### src/rtl/nvdla_dbb_burst_splitter_pkg.sv
// Shared types for the DBB burst splitter.
// FSM state encoding lives here so the bench and RTL agree on names.
package nvdla_dbb_burst_splitter_pkg;

  typedef enum logic [2:0] {
    IDLE,
    WR_REQ,
    WR_DATA,
    WR_RESP,
    B_OUT,
    RD_REQ,
    RD_DATA
  } dbb_split_state_t;

  function automatic int beat_bytes(input int dw);
    return dw / 8;
  endfunction

endpackage

### src/rtl/nvdla_dbb_burst_splitter_if.sv
// NVDLA-side burst channels and bridge-side single-beat channels.
// slave = splitter view, master = environment view.
interface nvdla_dbb_burst_splitter_if #(
  parameter int ADDR_WIDTH = 64,
  parameter int DATA_WIDTH = 32,
  parameter int ID_WIDTH   = 8,
  parameter int LEN_WIDTH  = 4
);
  localparam int BEAT_BYTES = DATA_WIDTH / 8;

  logic                  s_aw_valid;
  logic                  s_aw_ready;
  logic [ADDR_WIDTH-1:0] s_aw_addr;
  logic [LEN_WIDTH-1:0]  s_aw_len;
  logic [ID_WIDTH-1:0]   s_aw_id;

  logic                  s_w_valid;
  logic                  s_w_ready;
  logic [DATA_WIDTH-1:0] s_w_data;
  logic [BEAT_BYTES-1:0] s_w_strb;
  logic                  s_w_last;

  logic                  s_b_valid;
  logic                  s_b_ready;
  logic [ID_WIDTH-1:0]   s_b_id;

  logic                  s_ar_valid;
  logic                  s_ar_ready;
  logic [ADDR_WIDTH-1:0] s_ar_addr;
  logic [LEN_WIDTH-1:0]  s_ar_len;
  logic [ID_WIDTH-1:0]   s_ar_id;

  logic                  s_r_valid;
  logic                  s_r_ready;
  logic [DATA_WIDTH-1:0] s_r_data;
  logic [ID_WIDTH-1:0]   s_r_id;
  logic                  s_r_last;

  logic                  m_wreq_valid;
  logic                  m_wreq_ready;
  logic [ADDR_WIDTH-1:0] m_wreq_addr;
  logic [ID_WIDTH-1:0]   m_wreq_id;

  logic                  m_wdat_valid;
  logic                  m_wdat_ready;
  logic [DATA_WIDTH-1:0] m_wdat_data;
  logic [BEAT_BYTES-1:0] m_wdat_strb;
  logic                  m_wdat_last;

  logic                  m_wrsp_valid;
  logic                  m_wrsp_ready;
  logic [ID_WIDTH-1:0]   m_wrsp_id;

  logic                  m_rreq_valid;
  logic                  m_rreq_ready;
  logic [ADDR_WIDTH-1:0] m_rreq_addr;
  logic [ID_WIDTH-1:0]   m_rreq_id;

  logic                  m_rdat_valid;
  logic                  m_rdat_ready;
  logic [DATA_WIDTH-1:0] m_rdat_data;
  logic [ID_WIDTH-1:0]   m_rdat_id;
  logic                  m_rdat_last;

  modport slave (
    input  s_aw_valid, s_aw_addr, s_aw_len, s_aw_id,
    output s_aw_ready,
    input  s_w_valid, s_w_data, s_w_strb, s_w_last,
    output s_w_ready,
    output s_b_valid, s_b_id,
    input  s_b_ready,
    input  s_ar_valid, s_ar_addr, s_ar_len, s_ar_id,
    output s_ar_ready,
    output s_r_valid, s_r_data, s_r_id, s_r_last,
    input  s_r_ready,
    output m_wreq_valid, m_wreq_addr, m_wreq_id,
    input  m_wreq_ready,
    output m_wdat_valid, m_wdat_data, m_wdat_strb,
    output m_wdat_last,
    input  m_wdat_ready,
    input  m_wrsp_valid, m_wrsp_id,
    output m_wrsp_ready,
    output m_rreq_valid, m_rreq_addr, m_rreq_id,
    input  m_rreq_ready,
    input  m_rdat_valid, m_rdat_data, m_rdat_id,
    input  m_rdat_last,
    output m_rdat_ready
  );

  modport master (
    output s_aw_valid, s_aw_addr, s_aw_len, s_aw_id,
    input  s_aw_ready,
    output s_w_valid, s_w_data, s_w_strb, s_w_last,
    input  s_w_ready,
    input  s_b_valid, s_b_id,
    output s_b_ready,
    output s_ar_valid, s_ar_addr, s_ar_len, s_ar_id,
    input  s_ar_ready,
    input  s_r_valid, s_r_data, s_r_id, s_r_last,
    output s_r_ready,
    input  m_wreq_valid, m_wreq_addr, m_wreq_id,
    output m_wreq_ready,
    input  m_wdat_valid, m_wdat_data, m_wdat_strb,
    input  m_wdat_last,
    output m_wdat_ready,
    output m_wrsp_valid, m_wrsp_id,
    input  m_wrsp_ready,
    input  m_rreq_valid, m_rreq_addr, m_rreq_id,
    output m_rreq_ready,
    output m_rdat_valid, m_rdat_data, m_rdat_id,
    output m_rdat_last,
    input  m_rdat_ready
  );

endinterface

### src/rtl/nvdla_dbb_burst_splitter_beat_addr_gen.sv
// Burst base/len/beat counter shared by the read and write paths.
// Produces the current beat address and a last-beat flag.
module nvdla_dbb_beat_addr_gen
  import nvdla_dbb_burst_splitter_pkg::*;
#(
  parameter int ADDR_WIDTH = 64,
  parameter int LEN_WIDTH  = 4,
  parameter int BEAT_BYTES = 4
) (
  input  logic                  clk_i,
  input  logic                  rst_i,
  input  logic                  load_i,
  input  logic                  step_i,
  input  logic [ADDR_WIDTH-1:0] base_i,
  input  logic [LEN_WIDTH-1:0]  len_i,
  output logic [ADDR_WIDTH-1:0] addr_o,
  output logic                  is_last_o
);

  logic [ADDR_WIDTH-1:0] base_q, base_d;
  logic [LEN_WIDTH-1:0]  len_q, len_d;
  logic [LEN_WIDTH-1:0]  cnt_q, cnt_d;

  always_comb begin
    base_d = base_q;
    len_d  = len_q;
    cnt_d  = cnt_q;
    if (load_i) begin
      base_d = base_i;
      len_d  = len_i;
      cnt_d  = '0;
    end else if (step_i) begin
      cnt_d = cnt_q + LEN_WIDTH'(1);
    end
  end

  always_ff @(posedge clk_i or posedge rst_i) begin
    if (rst_i) begin
      base_q <= '0;
      len_q  <= '0;
      cnt_q  <= '0;
    end else begin
      base_q <= base_d;
      len_q  <= len_d;
      cnt_q  <= cnt_d;
    end
  end

  // wraps silently at 2^ADDR_WIDTH
  assign addr_o = base_q
                + ADDR_WIDTH'(cnt_q) * ADDR_WIDTH'(BEAT_BYTES);
  assign is_last_o = (cnt_q == len_q);

endmodule

### src/rtl/nvdla_dbb_burst_splitter.sv
// Splits NVDLA INCR bursts into single-beat bridge requests,
// merging per-beat write responses into one B per burst.
module nvdla_dbb_burst_splitter
  import nvdla_dbb_burst_splitter_pkg::*;
#(
  parameter int ADDR_WIDTH = 64,
  parameter int DATA_WIDTH = 32,
  parameter int ID_WIDTH   = 8,
  parameter int LEN_WIDTH  = 4
) (
  input  logic                       clk_i,
  input  logic                       rst_i,
  nvdla_dbb_burst_splitter_if.slave  bus,
  output logic                       err_o
);

  localparam int BEAT_BYTES = beat_bytes(DATA_WIDTH);

  dbb_split_state_t      state_q, state_d;
  logic [ID_WIDTH-1:0]   id_q, id_d;
  logic                  err_q, err_d;
  logic                  load, step;
  logic [ADDR_WIDTH-1:0] load_addr;
  logic [LEN_WIDTH-1:0]  load_len;
  logic [ADDR_WIDTH-1:0] beat_addr;
  logic                  is_last;

  nvdla_dbb_beat_addr_gen #(
    .ADDR_WIDTH (ADDR_WIDTH),
    .LEN_WIDTH  (LEN_WIDTH),
    .BEAT_BYTES (BEAT_BYTES)
  ) u_addr_gen (
    .clk_i     (clk_i),
    .rst_i     (rst_i),
    .load_i    (load),
    .step_i    (step),
    .base_i    (load_addr),
    .len_i     (load_len),
    .addr_o    (beat_addr),
    .is_last_o (is_last)
  );

  always_comb begin
    state_d   = state_q;
    id_d      = id_q;
    err_d     = 1'b0;
    load      = 1'b0;
    step      = 1'b0;
    load_addr = bus.s_aw_addr;
    load_len  = bus.s_aw_len;

    bus.s_aw_ready   = 1'b0;
    bus.s_ar_ready   = 1'b0;
    bus.s_w_ready    = 1'b0;
    bus.s_b_valid    = 1'b0;
    bus.s_b_id       = id_q;
    bus.s_r_valid    = 1'b0;
    bus.s_r_data     = bus.m_rdat_data;
    bus.s_r_id       = id_q;
    bus.s_r_last     = is_last;
    bus.m_wreq_valid = 1'b0;
    bus.m_wreq_addr  = beat_addr;
    bus.m_wreq_id    = id_q;
    bus.m_wdat_valid = 1'b0;
    bus.m_wdat_data  = bus.s_w_data;
    bus.m_wdat_strb  = bus.s_w_strb;
    bus.m_wdat_last  = 1'b1;
    bus.m_wrsp_ready = 1'b0;
    bus.m_rreq_valid = 1'b0;
    bus.m_rreq_addr  = beat_addr;
    bus.m_rreq_id    = id_q;
    bus.m_rdat_ready = 1'b0;

    unique case (state_q)
      IDLE: begin
        bus.s_aw_ready = 1'b1;
        bus.s_ar_ready = 1'b1;
        // write wins a same-cycle tie
        if (bus.s_aw_valid) begin
          load    = 1'b1;
          id_d    = bus.s_aw_id;
          state_d = WR_REQ;
        end else if (bus.s_ar_valid) begin
          load      = 1'b1;
          load_addr = bus.s_ar_addr;
          load_len  = bus.s_ar_len;
          id_d      = bus.s_ar_id;
          state_d   = RD_REQ;
        end
      end
      WR_REQ: begin
        bus.m_wreq_valid = 1'b1;
        if (bus.m_wreq_ready) state_d = WR_DATA;
      end
      WR_DATA: begin
        bus.m_wdat_valid = bus.s_w_valid;
        bus.s_w_ready    = bus.m_wdat_ready;
        if (bus.s_w_valid && bus.m_wdat_ready) begin
          err_d   = (bus.s_w_last != is_last);
          state_d = WR_RESP;
        end
      end
      WR_RESP: begin
        bus.m_wrsp_ready = 1'b1;
        if (bus.m_wrsp_valid) begin
          if (is_last) begin
            state_d = B_OUT;
          end else begin
            step    = 1'b1;
            state_d = WR_REQ;
          end
        end
      end
      B_OUT: begin
        bus.s_b_valid = 1'b1;
        if (bus.s_b_ready) state_d = IDLE;
      end
      RD_REQ: begin
        bus.m_rreq_valid = 1'b1;
        if (bus.m_rreq_ready) state_d = RD_DATA;
      end
      RD_DATA: begin
        bus.s_r_valid    = bus.m_rdat_valid;
        bus.m_rdat_ready = bus.s_r_ready;
        if (bus.m_rdat_valid && bus.s_r_ready) begin
          if (is_last) begin
            state_d = IDLE;
          end else begin
            step    = 1'b1;
            state_d = RD_REQ;
          end
        end
      end
      default: state_d = IDLE;
    endcase
  end

  always_ff @(posedge clk_i or posedge rst_i) begin
    if (rst_i) begin
      state_q <= IDLE;
      id_q    <= '0;
      err_q   <= 1'b0;
    end else begin
      state_q <= state_d;
      id_q    <= id_d;
      err_q   <= err_d;
    end
  end

  assign err_o = err_q;

endmodule

### src/flat_wrapper.sv
// flat-port wrapper written by rule: the top's interface ports become plain ports
module nvdla_dbb_burst_splitter_flat import nvdla_dbb_burst_splitter_pkg::*;
#(
  parameter int ADDR_WIDTH = 64,
  parameter int DATA_WIDTH = 32,
  parameter int ID_WIDTH   = 8,
  parameter int LEN_WIDTH  = 4
)
  (clk_i, rst_i, err_o, bus_s_aw_valid, bus_s_aw_addr, bus_s_aw_len, bus_s_aw_id, bus_s_aw_ready, bus_s_w_valid, bus_s_w_data, bus_s_w_strb, bus_s_w_last, bus_s_w_ready, bus_s_b_valid, bus_s_b_id, bus_s_b_ready, bus_s_ar_valid, bus_s_ar_addr, bus_s_ar_len, bus_s_ar_id, bus_s_ar_ready, bus_s_r_valid, bus_s_r_data, bus_s_r_id, bus_s_r_last, bus_s_r_ready, bus_m_wreq_valid, bus_m_wreq_addr, bus_m_wreq_id, bus_m_wreq_ready, bus_m_wdat_valid, bus_m_wdat_data, bus_m_wdat_strb, bus_m_wdat_last, bus_m_wdat_ready, bus_m_wrsp_valid, bus_m_wrsp_id, bus_m_wrsp_ready, bus_m_rreq_valid, bus_m_rreq_addr, bus_m_rreq_id, bus_m_rreq_ready, bus_m_rdat_valid, bus_m_rdat_data, bus_m_rdat_id, bus_m_rdat_last, bus_m_rdat_ready);
  nvdla_dbb_burst_splitter_if #(.ADDR_WIDTH(ADDR_WIDTH), .DATA_WIDTH(DATA_WIDTH), .ID_WIDTH(ID_WIDTH), .LEN_WIDTH(LEN_WIDTH)) bus_i ();
  input  logic clk_i;
  input  logic rst_i;
  output logic err_o;
  input wire logic [$bits(bus_i.s_aw_valid)-1:0] bus_s_aw_valid;
  input wire logic [$bits(bus_i.s_aw_addr)-1:0] bus_s_aw_addr;
  input wire logic [$bits(bus_i.s_aw_len)-1:0] bus_s_aw_len;
  input wire logic [$bits(bus_i.s_aw_id)-1:0] bus_s_aw_id;
  output wire logic [$bits(bus_i.s_aw_ready)-1:0] bus_s_aw_ready;
  input wire logic [$bits(bus_i.s_w_valid)-1:0] bus_s_w_valid;
  input wire logic [$bits(bus_i.s_w_data)-1:0] bus_s_w_data;
  input wire logic [$bits(bus_i.s_w_strb)-1:0] bus_s_w_strb;
  input wire logic [$bits(bus_i.s_w_last)-1:0] bus_s_w_last;
  output wire logic [$bits(bus_i.s_w_ready)-1:0] bus_s_w_ready;
  output wire logic [$bits(bus_i.s_b_valid)-1:0] bus_s_b_valid;
  output wire logic [$bits(bus_i.s_b_id)-1:0] bus_s_b_id;
  input wire logic [$bits(bus_i.s_b_ready)-1:0] bus_s_b_ready;
  input wire logic [$bits(bus_i.s_ar_valid)-1:0] bus_s_ar_valid;
  input wire logic [$bits(bus_i.s_ar_addr)-1:0] bus_s_ar_addr;
  input wire logic [$bits(bus_i.s_ar_len)-1:0] bus_s_ar_len;
  input wire logic [$bits(bus_i.s_ar_id)-1:0] bus_s_ar_id;
  output wire logic [$bits(bus_i.s_ar_ready)-1:0] bus_s_ar_ready;
  output wire logic [$bits(bus_i.s_r_valid)-1:0] bus_s_r_valid;
  output wire logic [$bits(bus_i.s_r_data)-1:0] bus_s_r_data;
  output wire logic [$bits(bus_i.s_r_id)-1:0] bus_s_r_id;
  output wire logic [$bits(bus_i.s_r_last)-1:0] bus_s_r_last;
  input wire logic [$bits(bus_i.s_r_ready)-1:0] bus_s_r_ready;
  output wire logic [$bits(bus_i.m_wreq_valid)-1:0] bus_m_wreq_valid;
  output wire logic [$bits(bus_i.m_wreq_addr)-1:0] bus_m_wreq_addr;
  output wire logic [$bits(bus_i.m_wreq_id)-1:0] bus_m_wreq_id;
  input wire logic [$bits(bus_i.m_wreq_ready)-1:0] bus_m_wreq_ready;
  output wire logic [$bits(bus_i.m_wdat_valid)-1:0] bus_m_wdat_valid;
  output wire logic [$bits(bus_i.m_wdat_data)-1:0] bus_m_wdat_data;
  output wire logic [$bits(bus_i.m_wdat_strb)-1:0] bus_m_wdat_strb;
  output wire logic [$bits(bus_i.m_wdat_last)-1:0] bus_m_wdat_last;
  input wire logic [$bits(bus_i.m_wdat_ready)-1:0] bus_m_wdat_ready;
  input wire logic [$bits(bus_i.m_wrsp_valid)-1:0] bus_m_wrsp_valid;
  input wire logic [$bits(bus_i.m_wrsp_id)-1:0] bus_m_wrsp_id;
  output wire logic [$bits(bus_i.m_wrsp_ready)-1:0] bus_m_wrsp_ready;
  output wire logic [$bits(bus_i.m_rreq_valid)-1:0] bus_m_rreq_valid;
  output wire logic [$bits(bus_i.m_rreq_addr)-1:0] bus_m_rreq_addr;
  output wire logic [$bits(bus_i.m_rreq_id)-1:0] bus_m_rreq_id;
  input wire logic [$bits(bus_i.m_rreq_ready)-1:0] bus_m_rreq_ready;
  input wire logic [$bits(bus_i.m_rdat_valid)-1:0] bus_m_rdat_valid;
  input wire logic [$bits(bus_i.m_rdat_data)-1:0] bus_m_rdat_data;
  input wire logic [$bits(bus_i.m_rdat_id)-1:0] bus_m_rdat_id;
  input wire logic [$bits(bus_i.m_rdat_last)-1:0] bus_m_rdat_last;
  output wire logic [$bits(bus_i.m_rdat_ready)-1:0] bus_m_rdat_ready;
  assign bus_i.s_aw_valid = bus_s_aw_valid;
  assign bus_i.s_aw_addr = bus_s_aw_addr;
  assign bus_i.s_aw_len = bus_s_aw_len;
  assign bus_i.s_aw_id = bus_s_aw_id;
  assign bus_s_aw_ready = bus_i.s_aw_ready;
  assign bus_i.s_w_valid = bus_s_w_valid;
  assign bus_i.s_w_data = bus_s_w_data;
  assign bus_i.s_w_strb = bus_s_w_strb;
  assign bus_i.s_w_last = bus_s_w_last;
  assign bus_s_w_ready = bus_i.s_w_ready;
  assign bus_s_b_valid = bus_i.s_b_valid;
  assign bus_s_b_id = bus_i.s_b_id;
  assign bus_i.s_b_ready = bus_s_b_ready;
  assign bus_i.s_ar_valid = bus_s_ar_valid;
  assign bus_i.s_ar_addr = bus_s_ar_addr;
  assign bus_i.s_ar_len = bus_s_ar_len;
  assign bus_i.s_ar_id = bus_s_ar_id;
  assign bus_s_ar_ready = bus_i.s_ar_ready;
  assign bus_s_r_valid = bus_i.s_r_valid;
  assign bus_s_r_data = bus_i.s_r_data;
  assign bus_s_r_id = bus_i.s_r_id;
  assign bus_s_r_last = bus_i.s_r_last;
  assign bus_i.s_r_ready = bus_s_r_ready;
  assign bus_m_wreq_valid = bus_i.m_wreq_valid;
  assign bus_m_wreq_addr = bus_i.m_wreq_addr;
  assign bus_m_wreq_id = bus_i.m_wreq_id;
  assign bus_i.m_wreq_ready = bus_m_wreq_ready;
  assign bus_m_wdat_valid = bus_i.m_wdat_valid;
  assign bus_m_wdat_data = bus_i.m_wdat_data;
  assign bus_m_wdat_strb = bus_i.m_wdat_strb;
  assign bus_m_wdat_last = bus_i.m_wdat_last;
  assign bus_i.m_wdat_ready = bus_m_wdat_ready;
  assign bus_i.m_wrsp_valid = bus_m_wrsp_valid;
  assign bus_i.m_wrsp_id = bus_m_wrsp_id;
  assign bus_m_wrsp_ready = bus_i.m_wrsp_ready;
  assign bus_m_rreq_valid = bus_i.m_rreq_valid;
  assign bus_m_rreq_addr = bus_i.m_rreq_addr;
  assign bus_m_rreq_id = bus_i.m_rreq_id;
  assign bus_i.m_rreq_ready = bus_m_rreq_ready;
  assign bus_i.m_rdat_valid = bus_m_rdat_valid;
  assign bus_i.m_rdat_data = bus_m_rdat_data;
  assign bus_i.m_rdat_id = bus_m_rdat_id;
  assign bus_i.m_rdat_last = bus_m_rdat_last;
  assign bus_m_rdat_ready = bus_i.m_rdat_ready;
  nvdla_dbb_burst_splitter #(.ADDR_WIDTH(ADDR_WIDTH), .DATA_WIDTH(DATA_WIDTH), .ID_WIDTH(ID_WIDTH), .LEN_WIDTH(LEN_WIDTH)) u_core (.clk_i(clk_i), .rst_i(rst_i), .bus(bus_i), .err_o(err_o));
endmodule
### config.mk
export PLATFORM = sky130hd
export DESIGN_NAME = nvdla_dbb_burst_splitter_flat
export DESIGN_NICKNAME = d
export VERILOG_FILES = /design/src/rtl/nvdla_dbb_burst_splitter_pkg.sv /design/src/rtl/nvdla_dbb_burst_splitter_if.sv /design/src/rtl/nvdla_dbb_burst_splitter_beat_addr_gen.sv /design/src/rtl/nvdla_dbb_burst_splitter.sv /design/src/flat_wrapper.sv
export SDC_FILE = /design/constraint.sdc
export NUM_CORES = 1
export LEC_CHECK = 0
export BUFFER_PORTS_ARGS = -buffer_cell sky130_fd_sc_hd__buf_2
export CORE_AREA = 2 2 190 192
export DETAILED_ROUTE_END_ITERATION = 16
export DIE_AREA = 0 0 192 194
export PLACE_DENSITY = 0.46
export SYNTH_ARGS = -nofsm -noshare
export SYNTH_HDL_FRONTEND = slang
export SYNTH_SLANG_ARGS = --single-unit
### constraint.sdc
create_clock -name clk_i -period 3.5 [get_ports clk_i]
set_clock_uncertainty 0.1 [all_clocks]
set_input_delay 0.525 -clock clk_i [delete_from_list [all_inputs] [get_ports clk_i]]
set_output_delay 0.525 -clock clk_i [all_outputs]
set_load 0.1 [all_outputs]
==> results of run 1 <==
## path summary, 6_finish.rpt
kind | endpoint | cells after the start
setup / recovery | bus_m_wreq_addr[63] | 6
setup reg to reg | u_core.u_addr_gen.base_q[8] | 5
max in group asynchronous | u_core.u_addr_gen.base_q[15] | 3
min in group clk_i | u_core.bus.m_rreq_id[5] | 3
hold reg to reg | u_core.u_addr_gen.base_q[51] | 2
hold / removal | u_core.bus.m_rreq_id[1] | 2
## stage by stage
stage | area [um2] | TNS [ns] | cells | hold slack (ns)
after floorplan | 7700 | -1.19 | 774 | 0.350
after global placement | 10200 | 0 | 1399 | 0.370
after detailed placement | 10200 | 0 | 1399 | 0.376
after CTS | 10700 | -0.451 | 1424 | 0.335
after global routing | 10800 | 0 | 1430 | 0.365
final | 10800 | 0 | 1430 | 0.290
## synth_stat cells, drive strengths merged (3+ instances only)
master,number,area share
nor4,14,0.024
mux2i,78,0.12
ha,5,0.0092
nand3,24,0.022
a21oi,4,0.0035
nor3,21,0.019
clkbuf,19,0.011
buf,170,0.18
and2,6,0.0055
xnor2,24,0.031
inv,12,0.0066
o21ai,81,0.060
nor3b,3,0.0033
nor2,28,0.015
and3,7,0.0065
nand4,18,0.025
o31ai,3,0.0033
xor2,42,0.054
nand2,105,0.059
dfrtp,84,0.31
## cells by family (layout without fill, tap and decap cells)
logic type	count (synthesis)	after routing	share of synthesized area
XOR/XNOR	66	66	0.0852
adder cells (fa/ha/maj)	6	6	0.0122
multiplexers	78	78	0.115
other	1	1	0.000553
buffers and inverters	201	396	0.202
AND/OR/NAND/NOR	238	238	0.193
AO/OA/AOI/OAI	100	100	0.0819
flip-flops	84	84	0.310
## state kept, by name, indices dropped and copies added, names as in the netlist
register,count
u_core.bus.m_rreq_id,8
u_core.u_addr_gen.cnt_q,4
u_core.err_o,1
u_core.u_addr_gen.base_q,64
u_core.u_addr_gen.len_q,4
u_core.state_q,3
## routing by layer
metal  track usage  wire [um]  share of wire
met5             0          0              0
met2         0.242      13300           0.53
met1         0.145       9190           0.37
met3        0.0302       1910          0.076
met4        0.0509        729          0.029
## cell type report
type                            count  share of cell area
Multi-Input combinational cell    489               0.403
Tap cell                          461              0.0535
Inverter                           12             0.00441
Clock buffer                       14              0.0236
Timing Repair Buffer              368               0.319
Sequential cell                    84               0.196
Clock inverter                      2            0.000929
## repair_timing
action	4_1_cts	5_1_grt
gates resized for setup	23	14
setup endpoints to repair	60	44
hold endpoints to repair	0	0
setup buffers	9	6
pin swaps	9	12
## worst max-delay path: cells and delay by family (launching register included)
family | cells | cell delay, ns
flip-flops | 1 | 0.45
XOR/XNOR | 1 | 0.25
buffers and inverters | 1 | 0.21
AND/OR/NAND/NOR | 4 | 1.48
==> results.md, run 1 <==
* CP Max Fanout at 4
* Die width at 192 um
* I/O pin cnt at 491
* Initial DRC count at 163
* Grt ovf at 0
* Gpl congestion at 0.798
* Bufs on Longest Clock Path at 2
* Fin. max-slew vios at 0
* Post-synth cell types at 52
* Most common cell after layout, fill and taps aside: buf_2
* Post-synth EDFFs at 0
* Least-Margin Pin Slew at 0.975 ns
* Yosys warning count at 0
* Root buffer cell: clkbuf_16
* Clock H-tree levels at 3
* Vias in the first global route at 5681
* Die area at 37200 um2
* Vias per cell at 4.07
* Nets at 1220
* Critical path class: flop to output port
* Share of cells above drive strength 1 at 0.521
* CP arrival at 2.75 ns
* Hold_buf cts at 0
* Rel. slew slack at 0.350
* First-pass DRT Iterations at 4
* Placement Setup Slack at 0.0922 ns
* FF+latch area at 2120 um2
* Syn nets at 1030
* Area of the multi-input gates at 4340 um2
* Register area share after synthesis at 0.310
* Routed wire length at 25.1 mm
* Outcome: finished clean
* Asr flop ratio synth at 1.00
* Slowest CP cell: or4_1
* IO buf count at 336
* Crit-path cells: nand4_2 -> or3_1 -> or4_1 -> nor3_4 -> xor2_4 -> buf_12
* N_diodes at 0
* Max frequency at 297 MHz
* Area Overhead vs Synth at 58.9%
* Reg2Reg Setup Slack at 1.17 ns
* All-layer global routing usage at 0.132
* # DRC at 0
* Row Count at 69
* Post-DRT Antenna Nets at 0
* Syn Std Cell Area at 6790 um2
* Largest net degree at the start of global routing at 154
* WP data required at 2.87 ns
* Startpoint class of the critical path: flop
* Worst Setup SP: u_core.u_addr_gen.base_q[48]
* DR WL/cell at 17.6 um
* Fill cells at 3711
* Tmin final at 3.37 ns
* Initial core utilization at 0.193
* Post-DP HPWL at 20.9 mm
* RSZ-0062 raised after global routing: no
* Slowest cell delay on critical path at 0.54 ns
* Count of final setup violators at 0
* CTS tree: yes
* Post-synth top flop: dfrtp_1
* Synthesized instance count at 774
* Die H at 194 um
* RR Startpoint: u_core.state_q[2]
* Syn avg cell area at 8.77 um2
* Layout Utilization at 0.306
* Number of max-cap violations at 0
* CP endpoint kind: output port
* Core area at 35200 um2
* Worst hold path type: input port to async pin
* Register bit total from synthesis at 84
* Via count at 5825
* TritonCTS buffer count at 9
* CTS clk-pin slew, worst paths at 0.06 ns
* Most frequent cells in the layout: 238 x buf_2, 102 x nand2_1, 101 x buf_12
* Clock insertion delay at the later pin of the skew report at 0.35 ns
* Antenna violations before repair at 0
* Clock sinks at 84
* Final setup margin at 0.130 ns
* Final hold viol count at 0
* First-pass GRT wire length at 36.3 mm
* Period utilization at 0.963
Power of run 1 is not shown: default switching activity piles up to over one toggle a cycle in this logic, so the estimate is an artifact.
==> run 2: changes to the inputs <==
--- a/config.mk
+++ b/config.mk
@@ -9,6 +9,7 @@
 export CORE_AREA = 2 2 190 192
 export DETAILED_ROUTE_END_ITERATION = 16
 export DIE_AREA = 0 0 192 194
+export GPL_TIMING_DRIVEN = 0
 export PLACE_DENSITY = 0.46
 export SYNTH_ARGS = -nofsm -noshare
 export SYNTH_HDL_FRONTEND = slang
==> results.md, run 2 (synthesized netlist as in run 1, its figures left out) <==
* Outcome: finished clean
* Root buffer cell: clkbuf_16
* Post-route cell area at 11500 um2 (+6.5%)
* Largest register FFs at 64 (unchanged)
* Placement Setup Slack at -0.498 ns (-0.590 ns)
* All-layer global routing usage at 0.147 (+0.0149)
* CTS clk-pin slew, worst paths at 0.07 ns (about the same)
* I/O pin cnt at 491 (unchanged)
* Most Crowded Layer GR: met2
* First-pass DRT Iterations at 4 (unchanged)
* Antenna violations before repair at 2 (+2)
* CP Max Fanout at 4 (unchanged)
* Share of cells above drive strength 1 at 0.627 (+0.106)
* Count of final setup violators at 0 (unchanged)
* GR Layer Usage met1 at 0.171 (+0.0256)
* Nets at 1472 (+21%)
* Most common cell after layout, fill and taps aside: buf_2
* Tmin final at 3.40 ns (+0.0284 ns)
* Placed inst area at 10300 um2 (+1.2%)
* Least-Margin Pin Slew at 0.843 ns (-0.132 ns)
* Post-DRT Antenna Nets at 0 (unchanged)
* Crit-path cells: nand2_2 -> or3_4 -> or4_1 -> nor3_4 -> xor2_4 -> buf_4 -> buf_6
* Die H at 194 um (unchanged)
* Max frequency at 294 MHz (-0.84%)
* Final hold viol count at 0 (unchanged)
* Initial core utilization at 0.193 (unchanged)
* Vias in the first global route at 6984 (+23%)
* CP arrival at 2.77 ns (+0.02 ns)
* DR WL/cell at 16.7 um (-4.7%)
* TritonCTS buffer count at 9 (unchanged)
* Initial DRC count at 197 (+21%)
* Clock insertion delay at the later pin of the skew report at 0.35 ns (about the same)
* Critical path class: flop to output port
* Met3 usage at 0.0248 (-0.00543)
* Worst hold path type: input port to async pin
* Grt ovf at 0 (unchanged)
* Setup_tns at 0 ns (unchanged)
* Routing usage on met2 at 0.276 (+0.0342)
* # DRC at 0 (unchanged)
* CTS tree: yes
* Post-DP HPWL at 23.4 mm (+12%)
* Die width at 192 um (unchanged)
* Largest register by flop count: u_core.u_addr_gen.base_q
* Final setup margin at 0.101 ns (-0.0284 ns)
* Startpoint class of the critical path: flop
* Largest net degree at the start of global routing at 44 (-71%)
* DP Cell Count at 1641 (+17%)
* Number of max-cap violations at 0 (unchanged)
* Hold_buf cts at 0 (unchanged)
* Clock H-tree levels at 3 (unchanged)
* Rel. slew slack at 0.438 (+0.0878)
* Via count at 6827 (+17%)
* RSZ-0062 raised after global routing: yes
* Most frequent cells in the layout: 328 x buf_2, 230 x buf_4, 101 x nand2_1
* Die area at 37200 um2 (unchanged)
* Period utilization at 0.971 (+0.00811)
* CP endpoint kind: output port
* Clock sinks at 84 (unchanged)
* Gpl congestion at 0.803 (+0.61%)
* Bufs on Longest Clock Path at 2 (unchanged)
* Slowest CP cell: or4_1
* Area Overhead vs Synth at 69.3%
* Row Count at 69 (unchanged)
* Core area at 35200 um2 (unchanged)
* Vias per cell at 4.05 (-0.48%)
* First-pass GRT wire length at 41.1 mm (+13%)
* IO buf count at 404 (+20%)
* WP data required at 2.87 ns (about the same)
* Routed wire length at 28.2 mm (+12%)
* Fin. max-slew vios at 0 (unchanged)
* Non-Filler Instances at 1684 (+18%)
* Slowest cell delay on critical path at 0.56 ns (+0.02 ns)
-- run 2: cell count changes in the layout (fill, tap and decap cells not counted), sizes merged --
cell,change
inv,+3
clkbuf,+26
diode,+2
clkinv,-1
buf,+221
clkinvlp,+3
-- run 2: area by class of cell --
type                    count  area (um2)
fillers                  3756       23700
clock inverters             7        57.6
clock buffers               9         225
multi-input cells         489        4510
inverters                  12        47.5
diodes                      2        5.00
flip-flops and latches     84        2130
well taps                 461         577
repair buffers            431        2570
plain buffers             189        1360
-- run 2: worst max-delay path: cells and delay by family, from the launching register on --
family / cells / cell delay, ns
xor gates and xnor gates: 1 / 0.19
buffers and inverters: 2 / 0.35
and+or+nand+nor: 4 / 1.44
DFF: 1 / 0.44
-- run 2: metrics by stage --
step	utilization	hold WS [ns]
after floorplan	-	0.350
after global placement	0.292	0.367
after detailed placement	0.293	0.376
after CTS	0.318	0.142
after global routing	0.326	0.159
final	0.326	0.114
-- run 2: timing repair --
item,CTS,global route
gates resized for setup,127,59
buffers inserted,14,11
pin swaps,10,14
setup endpoints to repair,104,79
-- run 2: routing by layer --
metal / routed length [um] / share of wire / vias up
met5: 0 / 0 / -
met2: 15200 / 0.54 / 266
li1: - / - / 3342
met3: 1640 / 0.058 / 10
met1: 11100 / 0.39 / 3209
met4: 255 / 0.0091 / 0
-- run 2: path summary, 6_finish.rpt --
| check | slack, ns | depth (start not counted) | endpoint | from |
|---|---|---|---|---|
| max | 0.10 | 7 | bus_m_wreq_addr[63] | u_core.u_addr_gen.base_q[56] |
| min | 0.11 | 2 | u_core.bus.m_rreq_id[7] | rst_i |
| max reg2reg | 0.94 | 8 | u_core.u_addr_gen.base_q[57] | u_core.state_q[0] |
| min reg2reg | 0.38 | 2 | u_core.u_addr_gen.base_q[51] | u_core.u_addr_gen.base_q[51] |
| max in group asynchronous | 2.53 | 3 | u_core.u_addr_gen.base_q[18] | rst_i |
| min in group clk_i | 0.35 | 3 | u_core.u_addr_gen.base_q[20] | bus_s_ar_addr[20] |
Power of run 2 is left out for the same reason.
==> run 3: changes to the inputs <==
==> constraint.sdc (replaced) <==
create_clock -name clk_i -period 3.5 [get_ports clk_i]
set_clock_uncertainty 0.1 [all_clocks]
set_input_delay 0.525 -clock clk_i [delete_from_list [all_inputs] [get_ports clk_i]]
set_output_delay 0.525 -clock clk_i [all_outputs]
set_load 0.005 [all_outputs]
==> results.md, run 3 (synthesized netlist as in run 1, its figures left out) <==
* Period utilization at 0.949 (-0.0217)
* Die H at 194 um (unchanged)
* I/O pin cnt at 491 (unchanged)
* TritonCTS buffer count at 9 (unchanged)
* Largest register FFs at 64 (unchanged)
* Worst vdd ir at 0.000313 V
* CTS clk-pin slew, worst paths at 0.08 ns (about the same)
* Rel. slew slack at 0.334 (-0.104)
* Routed wire length at 26.4 mm (-6.4%)
* Die width at 192 um (unchanged)
* Via count at 6731 (-1.4%)
* Clock sinks at 84 (unchanged)
* Fin. max-slew vios at 0 (unchanged)
* WP data required at 2.87 ns (about the same)
* Core area at 35200 um2 (unchanged)
* Vias per cell at 4.04 (-0.40%)
* Area Overhead vs Synth at 46.8%
* RSZ-0062 raised after global routing: no
* Outcome: finished clean
* Static leakage at 5.61 nW
* Final hold viol count at 0 (unchanged)
* Most common cell after layout, fill and taps aside: buf_2
* Root buffer cell: clkbuf_16
* Bufs on Longest Clock Path at 2 (unchanged)
* Row Count at 69 (unchanged)
* DR WL/cell at 15.8 um (-5.5%)
* Antenna violations before repair at 1 (-1)
* Grt ovf at 0 (unchanged)
* Post-DP HPWL at 21.8 mm (-6.7%)
* Wl on met1 at 10.8 mm (-3.0%)
* Clock insertion delay at the later pin of the skew report at 0.35 ns (about the same)
* Most frequent cells in the layout: 411 x buf_2, 171 x buf_4, 102 x nand2_1
* Fill cells at 3863 (+2.8%)
* Count of final setup violators at 0 (unchanged)
* Clock H-tree levels at 3 (unchanged)
* Die area at 37200 um2 (unchanged)
* CP endpoint kind: output port
* Initial core utilization at 0.193 (unchanged)
* Worst hold margin at 0.106 ns (-0.00774 ns)
* Critical path class: flop to output port
* CTS tree: yes
* Largest net degree at the start of global routing at 52 (+18%)
* IO buf count at 404 (unchanged)
* First-pass DRT Iterations at 4 (unchanged)
* Number of max-cap violations at 0 (unchanged)
* First-pass GRT wire length at 38.2 mm (-7.1%)
* CP arrival at 2.70 ns (-0.07 ns)
* Initial DRC count at 233 (+18%)
* All-layer global routing usage at 0.136 (-0.0105)
* Post-DRT Antenna Nets at 0 (unchanged)
* # DRC at 0 (unchanged)
* Gpl congestion at 0.789 (-1.7%)
* Largest register by flop count: u_core.u_addr_gen.base_q
* PD cells at 696 nW/um2
* Tmin final at 3.32 ns (-0.0759 ns)
* Worst r2r path cells at 7 (-1)
* Nets at 1457 (-1.0%)
* Routed met3 length at 1.53 mm (-7.0%)
* Least-Margin Pin Slew at 0.999 ns (+0.155 ns)
* Startpoint class of the critical path: flop
* CP Max Fanout at 8 (+4)
* Max frequency at 301 MHz (+2.3%)
* Met2 wire length at 13.8 mm (-8.9%)
* Layout Utilization at 0.283 (-0.0433)
* DR top layer: met4
* Vias in the first global route at 6591 (-5.6%)
* N_diodes at 0 (-2)
* Worst hold path type: input port to async pin
* Share of cells above drive strength 1 at 0.537 (-0.0900)
==> run 3: layout make-up <==
type                            instances  area [um2]  share of cell area
Clock inverter                          7        87.6             0.00880
Timing Repair Buffer                  416        2150               0.216
Clock buffer                            9         225              0.0226
Tap cell                              461         577              0.0579
Sequential cell                        84        2100               0.211
Inverter                               12        47.5             0.00477
Buffer                                189        1330               0.133
Multi-Input combinational cell        489        3440               0.346
==> run 3: critical path: stages (launching register included) <==
cell and delay, ns:
dfrtp_2 0.41, ha_2 0.22, fa_2 0.25, nand3_4 0.11, a211oi_4 0.25, buf_6 0.16
nand4_4 0.08, buf_12 0.18, nor4_2 0.17, xor2_1 0.26, buf_4 0.15, buf_2 0.10
==> run 3: power by group <==
part,internal [mW],switching [mW]
Sequential,1.42,0.600
Clock,0.575,0.478
Combinational,2.00,1.85
==> run 3: final timing paths <==
kind	startpoint	to	slack (ns)
worst min register to register	u_core.u_addr_gen.base_q[40]	u_core.u_addr_gen.base_q[40]	0.39
worst max register to register	u_core.state_q[0]	u_core.u_addr_gen.base_q[7]	0.66
worst min-delay path	rst_i	u_core.u_addr_gen.base_q[58]	0.11
min in group clk_i	bus_s_w_valid	u_core.err_o	0.34
worst max-delay path	u_core.u_addr_gen.cnt_q[0]	bus_m_wreq_addr[52]	0.18
max in group asynchronous	rst_i	u_core.u_addr_gen.cnt_q[0]	2.54
==> run 3: through the flow <==
| stage | TNS (ns) | cells | worst slack (ns) | power [mW] | cell area (um2) |
|---|---|---|---|---|---|
| finish | 0 | 1667 | 0.177 | 6.93 | 9960 |
| global route | 0 | 1667 | 0.00354 | 7.56 | 9960 |
| CTS | -0.00205 | 1661 | -0.00205 | 7.03 | 9820 |
| detailed placement | -3.74 | 1640 | -0.280 | 5.90 | 9420 |
| global placement | -63.62 | 1639 | -0.719 | 5.86 | 9380 |
| floorplan | 0 | 774 | 0.701 | 4.17 | 6790 |
==> run 3: metal layers <==
| layer | vias to the layer above | GRT usage |
|---|---|---|
| li1 | 3332 | - |
| met5 | - | 0 |
| met4 | 0 | 0.0257 |
| met3 | 12 | 0.0215 |
| met2 | 271 | 0.253 |
| met1 | 3116 | 0.164 |
==> run 3: what timing repair did <==
item | CTS | global route
pin swaps | 7 | 7
hold buffers | 0 | 0
setup endpoints to repair | 93 | 35
resized for setup | 11 | 11
setup buffers | 5 | 6
Power figures use the tool's default switching activity.
